`config.mk`:
```
export PLATFORM = sky130hd
export DESIGN_NAME = datapath_ctrl_flat
export DESIGN_NICKNAME = d
export VERILOG_FILES = /design/src/rtl/dpc_pkg.sv /design/src/rtl/datapath_ctrl_if.sv /design/src/rtl/dpc_decode.sv /design/src/rtl/datapath_ctrl.sv /design/src/flat_wrapper.sv
export SDC_FILE = /design/constraint.sdc
export NUM_CORES = 1
export LEC_CHECK = 0
export CAP_MARGIN = 20
export CORE_UTILIZATION = 43
export DETAILED_ROUTE_END_ITERATION = 16
export PLACE_DENSITY = 0.95
export SYNTH_ARGS = -nofsm -noshare
export SYNTH_HDL_FRONTEND = slang
export SYNTH_SLANG_ARGS = --single-unit
export TNS_END_PERCENT = 5
```
`constraint.sdc`:
```
create_clock -name clk -period 2.85 [get_ports clk]
set_input_delay 0.57 -clock clk [delete_from_list [all_inputs] [get_ports clk]]
set_output_delay 0.57 -clock clk [all_outputs]
set_load 0.005 [all_outputs]
```
`src/rtl/dpc_pkg.sv`:
```
// Shared types and instruction-field layout for the datapath controller.
// Build option DPC_TRAP_EN adds the S_ERR trap state for illegal opcodes.
package dpc_pkg;

    localparam int INSTR_W = 16;

    localparam int OPC_HI  = 15;
    localparam int OPC_LO  = 13;
    localparam int OP_HI   = 12;
    localparam int OP_LO   = 11;
    localparam int RN_HI   = 10;
    localparam int RN_LO   = 8;
    localparam int RD_HI   = 7;
    localparam int RD_LO   = 5;
    localparam int SH_HI   = 4;
    localparam int SH_LO   = 3;
    localparam int RM_HI   = 2;
    localparam int RM_LO   = 0;
    localparam int IMM8_HI = 7;
    localparam int IMM5_HI = 4;

    localparam logic [2:0] OPC_MOV = 3'b110;
    localparam logic [2:0] OPC_ALU = 3'b101;

    localparam logic [1:0] OP_MOVI = 2'b10;
    localparam logic [1:0] OP_MOVR = 2'b00;
    localparam logic [1:0] OP_ADD  = 2'b00;
    localparam logic [1:0] OP_CMP  = 2'b01;
    localparam logic [1:0] OP_AND  = 2'b10;
    localparam logic [1:0] OP_MVN  = 2'b11;

    localparam logic [1:0] VSEL_REG = 2'b00;
    localparam logic [1:0] VSEL_IMM = 2'b10;

    typedef enum logic [2:0] {
        S_WAIT,
        S_DECODE,
        S_GETA,
        S_GETB,
        S_CALC,
        S_WRIMM,
        S_WRREG
`ifdef DPC_TRAP_EN
        , S_ERR
`endif
    } state_t;

    typedef enum logic [2:0] {
        CLS_ILLEGAL,
        CLS_MOVI,
        CLS_MOVR,
        CLS_ADD,
        CLS_CMP,
        CLS_AND,
        CLS_MVN
    } instr_cls_t;

    typedef struct packed {
        logic [2:0] rn;
        logic [2:0] rd;
        logic [2:0] rm;
        logic [1:0] op;
        logic [1:0] sh;
    } fields_t;

endpackage

```
`src/rtl/datapath_ctrl_if.sv`:
```
// Start/instruction handshake plus datapath strobes between controller and datapath.
// The err signal exists only when DPC_TRAP_EN is defined.
interface datapath_ctrl_if;
    logic        start;
    logic [15:0] instr;
    logic        busy;
    logic        done;
    logic [2:0]  readnum;
    logic [2:0]  writenum;
    logic        write;
    logic        loada;
    logic        loadb;
    logic        loadc;
    logic        loads;
    logic        asel;
    logic        bsel;
    logic [1:0]  vsel;
    logic [1:0]  shift;
    logic [1:0]  ALUop;
    logic [15:0] sximm8;
    logic [15:0] sximm5;
`ifdef DPC_TRAP_EN
    logic        err;

    modport master (
        input  start, instr,
        output busy, done, readnum, writenum, write, loada, loadb, loadc, loads,
               asel, bsel, vsel, shift, ALUop, sximm8, sximm5, err
    );
    modport slave (
        output start, instr,
        input  busy, done, readnum, writenum, write, loada, loadb, loadc, loads,
               asel, bsel, vsel, shift, ALUop, sximm8, sximm5, err
    );
`else
    modport master (
        input  start, instr,
        output busy, done, readnum, writenum, write, loada, loadb, loadc, loads,
               asel, bsel, vsel, shift, ALUop, sximm8, sximm5
    );
    modport slave (
        output start, instr,
        input  busy, done, readnum, writenum, write, loada, loadb, loadc, loads,
               asel, bsel, vsel, shift, ALUop, sximm8, sximm5
    );
`endif
endinterface

```
`src/rtl/dpc_decode.sv`:
```
// Combinational field extraction, opcode classification and immediate sign extension.
module dpc_decode
    import dpc_pkg::*;
(
    input  logic [INSTR_W-1:0] ir,
    output fields_t            fields,
    output instr_cls_t         cls,
    output logic [15:0]        sximm8,
    output logic [15:0]        sximm5
);

    logic [2:0] opc;

    always_comb begin
        opc       = ir[OPC_HI:OPC_LO];
        fields.rn = ir[RN_HI:RN_LO];
        fields.rd = ir[RD_HI:RD_LO];
        fields.rm = ir[RM_HI:RM_LO];
        fields.op = ir[OP_HI:OP_LO];
        fields.sh = ir[SH_HI:SH_LO];

        cls = CLS_ILLEGAL;
        if (opc == OPC_MOV) begin
            if (fields.op == OP_MOVI) begin
                cls = CLS_MOVI;
            end else if (fields.op == OP_MOVR) begin
                cls = CLS_MOVR;
            end
        end else if (opc == OPC_ALU) begin
            case (fields.op)
                OP_ADD:  cls = CLS_ADD;
                OP_CMP:  cls = CLS_CMP;
                OP_AND:  cls = CLS_AND;
                default: cls = CLS_MVN;
            endcase
        end

        sximm8 = {{(16-IMM8_HI-1){ir[IMM8_HI]}}, ir[IMM8_HI:0]};
        sximm5 = {{(16-IMM5_HI-1){ir[IMM5_HI]}}, ir[IMM5_HI:0]};
    end

endmodule

```
`src/rtl/datapath_ctrl.sv`:
```
// Multi-cycle controller sequencing register reads, ALU and writeback for one instruction.
// With DPC_TRAP_EN defined, illegal opcodes lock into S_ERR (err=1) until reset; otherwise they act as a NOP.
module datapath_ctrl
    import dpc_pkg::*;
(
    input  logic            clk,
    input  logic            rst_n,
    datapath_ctrl_if.master bus
);

    state_t             state_q, state_d;
    logic [INSTR_W-1:0] ir_q, ir_d;

    fields_t    f;
    instr_cls_t cls;
    logic [15:0] sximm8, sximm5;

    logic       busy, done, write, loada, loadb, loadc, loads, asel;
    logic [2:0] readnum, writenum;
    logic [1:0] vsel, shift, alu_op;

    dpc_decode u_decode (
        .ir     (ir_q),
        .fields (f),
        .cls    (cls),
        .sximm8 (sximm8),
        .sximm5 (sximm5)
    );

    always_ff @(posedge clk or negedge rst_n) begin
        if (!rst_n) begin
            state_q <= S_WAIT;
            ir_q    <= '0;
        end else begin
            state_q <= state_d;
            ir_q    <= ir_d;
        end
    end

    // All outputs depend on the registered state and IR only.
    always_comb begin
        state_d  = state_q;
        ir_d     = ir_q;
        busy     = (state_q != S_WAIT);
        done     = 1'b0;
        readnum  = 3'd0;
        writenum = 3'd0;
        write    = 1'b0;
        loada    = 1'b0;
        loadb    = 1'b0;
        loadc    = 1'b0;
        loads    = 1'b0;
        asel     = 1'b0;
        vsel     = VSEL_REG;
        shift    = 2'b00;
        alu_op   = 2'b00;

        case (state_q)
            S_WAIT: begin
                if (bus.start) begin
                    ir_d    = bus.instr;
                    state_d = S_DECODE;
                end
            end
            S_DECODE: begin
                case (cls)
                    CLS_MOVI:                   state_d = S_WRIMM;
                    CLS_MOVR, CLS_MVN:          state_d = S_GETB;
                    CLS_ADD, CLS_CMP, CLS_AND:  state_d = S_GETA;
                    default: begin
`ifdef DPC_TRAP_EN
                        state_d = S_ERR;
`else
                        done    = 1'b1;
                        state_d = S_WAIT;
`endif
                    end
                endcase
            end
            S_GETA: begin
                readnum = f.rn;
                loada   = 1'b1;
                state_d = S_GETB;
            end
            S_GETB: begin
                readnum = f.rm;
                loadb   = 1'b1;
                state_d = S_CALC;
            end
            S_CALC: begin
                // MOVR passes B through the ALU with A forced to zero.
                shift  = f.sh;
                asel   = (cls == CLS_MOVR);
                alu_op = asel ? 2'b00 : f.op;
                if (cls == CLS_CMP) begin
                    loads   = 1'b1;
                    done    = 1'b1;
                    state_d = S_WAIT;
                end else begin
                    loadc   = 1'b1;
                    state_d = S_WRREG;
                end
            end
            S_WRREG: begin
                write    = 1'b1;
                writenum = f.rd;
                done     = 1'b1;
                state_d  = S_WAIT;
            end
            S_WRIMM: begin
                write    = 1'b1;
                writenum = f.rn;
                vsel     = VSEL_IMM;
                done     = 1'b1;
                state_d  = S_WAIT;
            end
`ifdef DPC_TRAP_EN
            S_ERR: begin
                state_d = S_ERR;
            end
`endif
            default: begin
                state_d = S_WAIT;
            end
        endcase
    end

    assign bus.busy     = busy;
    assign bus.done     = done;
    assign bus.readnum  = readnum;
    assign bus.writenum = writenum;
    assign bus.write    = write;
    assign bus.loada    = loada;
    assign bus.loadb    = loadb;
    assign bus.loadc    = loadc;
    assign bus.loads    = loads;
    assign bus.asel     = asel;
    assign bus.bsel     = 1'b0;
    assign bus.vsel     = vsel;
    assign bus.shift    = shift;
    assign bus.ALUop    = alu_op;
    assign bus.sximm8   = sximm8;
    assign bus.sximm5   = sximm5;
`ifdef DPC_TRAP_EN
    assign bus.err      = (state_q == S_ERR);
`endif

endmodule
```
`src/flat_wrapper.sv`:
```
// flat-port wrapper written by rule: the top's interface ports become plain ports
module datapath_ctrl_flat import dpc_pkg::*;
  (clk, rst_n, bus_start, bus_instr, bus_busy, bus_done, bus_readnum, bus_writenum, bus_write, bus_loada, bus_loadb, bus_loadc, bus_loads, bus_asel, bus_bsel, bus_vsel, bus_shift, bus_ALUop, bus_sximm8, bus_sximm5);
  datapath_ctrl_if bus_i ();
  input  logic clk;
  input  logic rst_n;
  input wire logic [$bits(bus_i.start)-1:0] bus_start;
  input wire logic [$bits(bus_i.instr)-1:0] bus_instr;
  output wire logic [$bits(bus_i.busy)-1:0] bus_busy;
  output wire logic [$bits(bus_i.done)-1:0] bus_done;
  output wire logic [$bits(bus_i.readnum)-1:0] bus_readnum;
  output wire logic [$bits(bus_i.writenum)-1:0] bus_writenum;
  output wire logic [$bits(bus_i.write)-1:0] bus_write;
  output wire logic [$bits(bus_i.loada)-1:0] bus_loada;
  output wire logic [$bits(bus_i.loadb)-1:0] bus_loadb;
  output wire logic [$bits(bus_i.loadc)-1:0] bus_loadc;
  output wire logic [$bits(bus_i.loads)-1:0] bus_loads;
  output wire logic [$bits(bus_i.asel)-1:0] bus_asel;
  output wire logic [$bits(bus_i.bsel)-1:0] bus_bsel;
  output wire logic [$bits(bus_i.vsel)-1:0] bus_vsel;
  output wire logic [$bits(bus_i.shift)-1:0] bus_shift;
  output wire logic [$bits(bus_i.ALUop)-1:0] bus_ALUop;
  output wire logic [$bits(bus_i.sximm8)-1:0] bus_sximm8;
  output wire logic [$bits(bus_i.sximm5)-1:0] bus_sximm5;
  assign bus_i.start = bus_start;
  assign bus_i.instr = bus_instr;
  assign bus_busy = bus_i.busy;
  assign bus_done = bus_i.done;
  assign bus_readnum = bus_i.readnum;
  assign bus_writenum = bus_i.writenum;
  assign bus_write = bus_i.write;
  assign bus_loada = bus_i.loada;
  assign bus_loadb = bus_i.loadb;
  assign bus_loadc = bus_i.loadc;
  assign bus_loads = bus_i.loads;
  assign bus_asel = bus_i.asel;
  assign bus_bsel = bus_i.bsel;
  assign bus_vsel = bus_i.vsel;
  assign bus_shift = bus_i.shift;
  assign bus_ALUop = bus_i.ALUop;
  assign bus_sximm8 = bus_i.sximm8;
  assign bus_sximm5 = bus_i.sximm5;
  datapath_ctrl u_core (.clk(clk), .rst_n(rst_n), .bus(bus_i));
endmodule
```
==> results of run 1 <==
## metrics by stage
step | hold WS [ns] | utilization (%) | cells | instance area (µm²) | total power (µW)
final | 0.529 | 62.6 | 231 | 1940 | 2120
after global routing | 0.556 | 62.6 | 231 | 1940 | 2290
after CTS | 0.536 | 62.5 | 231 | 1940 | 2130
after detailed placement | 0.510 | 61.5 | 227 | 1910 | 1980
after global placement | 0.498 | 61.5 | 227 | 1910 | 1950
after floorplan | 0.274 | - | 150 | 1430 | 1520
## per-layer routing
| metal | vias to the layer above | track usage [%] |
|---|---|---|
| met5 | - | 0 |
| met4 | 0 | 7.64 |
| met3 | 2 | 5.24 |
| met2 | 68 | 30.7 |
| met1 | 553 | 25.4 |
| li1 | 563 | - |
## path summary, 6_finish.rpt
check	end	slack, ns	cells past startpoint
max reg2reg	u_core.ir_q[7]	0.92	3
max in group asynchronous	u_core.state_q[0]	1.53	1
min	u_core.ir_q[6]	0.53	1
min in group asynchronous	u_core.ir_q[11]	0.74	1
max	bus_loadc	0.02	7
min reg2reg	u_core.ir_q[6]	0.53	1
## area by class of cell
cell class              count  area (µm²)
clock buffers               3        22.5
multi-input cells          85         641
fillers                   273        1160
clock inverters             1        5.00
inverters                   6        22.5
repair buffers             73         719
flip-flops and latches     19         477
well taps                  44        55.1
## where the power goes
| part | switching [µW] | internal [µW] | leakage [µW] |
|---|---|---|---|
| combinational | 530 | 856 | 0.000532 |
| clock | 93.6 | 52.4 | 0.0000177 |
| sequential | 181 | 408 | 0.000226 |
| total | 805 | 1320 | 0.000775 |
## state kept, by name, indices dropped and copies added, names as in the netlist
name and count:
u_core.ir_q 16, u_core.state_q 3
## critical path, stage by stage, from the launching register on
cell	delay [ns]
dfrtp_1	0.39
inv_1	0.08
ha_2	0.19
or4b_4	0.53
nor3_4	0.15
buf_6	0.13
nor2_1	0.04
clkdlybuf4s50_1	0.44
## placed cells by master, fill, tap and decap left out, types with 4 or more instances in the layout
master           instances
clkdlybuf4s50_1         67
dfrtp_1                 18
nor2_1                  10
o21ai_0                  8
mux2_1                   7
inv_1                    6
nand2_1                  6
mux2_2                   6
and2_1                   4
## kinds of logic after synthesis
kind of cell    after synthesis
buf+inv                      46
simple gates                 40
fa+ha+maj                     3
other cells                   1
mux                          14
flops                        19
compound gates               26
## timing repair
item,CTS,global route
hold buffers,0,0
endpoints found under the setup margin,3,10
cloned,0,0
pin swaps,1,0
gates resized for setup,4,5
==> results.toml, run 1 <==
[clocking]
numCtsBuffers = 3
cts_max_path_buffers = 2
cts_tree = "done"
path_clk_slew_ns = 0.13
clk_latency_ns = 0.31
root_buffer = "clkbuf_4"
h-tree-depth = 1
cts_setup_buffers = 0
numClockSinks = 19

[synth]
ys_types = 40
synth_flop_cell = "dfrtp_1"
seq_area_frac_synth_pct = 33.3
async_reset_ff_share_pct = 100
synth_top_family_by_area = "buffers and inverters"
synth_largest_area_cell = "dfrtp_1"
syn_inst = 149
synth.area.mux_share_pct = 11.0
ys_seq_elements = 19
yosysWarnings = 0
yosys-top-cells-count = "35 x buf_4, 19 x dfrtp_1, 10 x nor2_1, 8 x o21ai_0, 7 x mux2_1"
synth_compound_area_share_pct = 12.4
ys_top_cells_by_area = "dfrtp_1 33%, buf_4 18%, mux2_1 5.5%"
netlist.area_leader.share_pct = 33.3
syn_area_per_cell_um2 = 9.57
yosysMostFrequentCell = "buf_4"
synth_area_mm2 = 0.00143
synth_xor_area_share_pct = 0
synth_enable_flop_cells = 0
synth_simple_gate_area_share_pct = 17.9
synthAdderAreaFrac_pct = 2.63

[final_layout]
final_nets = 210
area_delta_synth_final_pct = 36.1
drive_gt1_share_pct = 12.3
n_antenna_cell = 0

[timing]
rsz0062_at_grt = "true"
worst_slew_pin_slew_ns = 0.868
hold_viol = 0
max_slew_margin_pct = 41.9
timing.final.max_slew_violations = 0
fmax_mhz = 353
min_period_ns = 2.83
setup_tns_ns = 0
finalWorstSetupSlack_ns = 0.0191
setup_viol = 0
skew_ns = 0.0106
fin_crit_sh_pct = 99.3

[global_routing]
grt_pass1_wl_um = 5090
grt.overflow.total = 0
track_usage_pct = 19.5
grt_max_degree = 20
grt_pass1_vias = 1112
antenna_found_initial = 0

[worst_setup_path]
crit_start = "u_core.ir_q[12]"
reg2reg_from = "u_core.state_q[1]"
criticalPathCategory = "reg2out"
startpoint_type = "flop"
crit_path_end_kind = "primary output"
critPathRequiredTime_ns = 2.28
critPathArrivalTime_ns = 2.26
crit_fanout = 4

[route]
wirelength_um = 3190
post_drt_wl_per_cell_um = 13.8
dr.pass1.iters = 4
dr_wl_met3_um = 277
drc_errors = 0
routed.top_layer = "met4"
met1_length_um = 1350
vias = 1186
dr_wl_met2_um = 1550
route.antenna.remaining_nets = 0
drt-initial-drc-count = 25
via_per_inst = 5.13

[job]
cap_violations = 0

[floorplanning]
core_area_mm2 = 0.00310
ios = 72
rows = 20
dieWidth_um = 59.6
initial_core_util_pct = 46.0
dieArea_mm2 = 0.00355
die_h_um = 59.6

[placed_design]
gp_congestion = 0.873
place_ws_ns = 0.114
post-dp-hpwl_um = 2400
numPortBuffers = 69

[status]
outcome = "finished clean"

[power_and_ir_drop]
p_per_area_mw_per_mm2 = 1090
vdd_drop_max_mv = 0.571
leakage_uw = 0.000775

[min_path]
min_from = "u_core.ir_q[6]"
hold_class = "reg2reg"
Power figures use the tool's default switching activity.
==> inputs of run 2 (changes only) <==
Settings changed: ABC_CLOCK_PERIOD_IN_PS set to 2850.
==> results of run 2 <==
Final layout, timing and power as in run 1 (identical DEF).
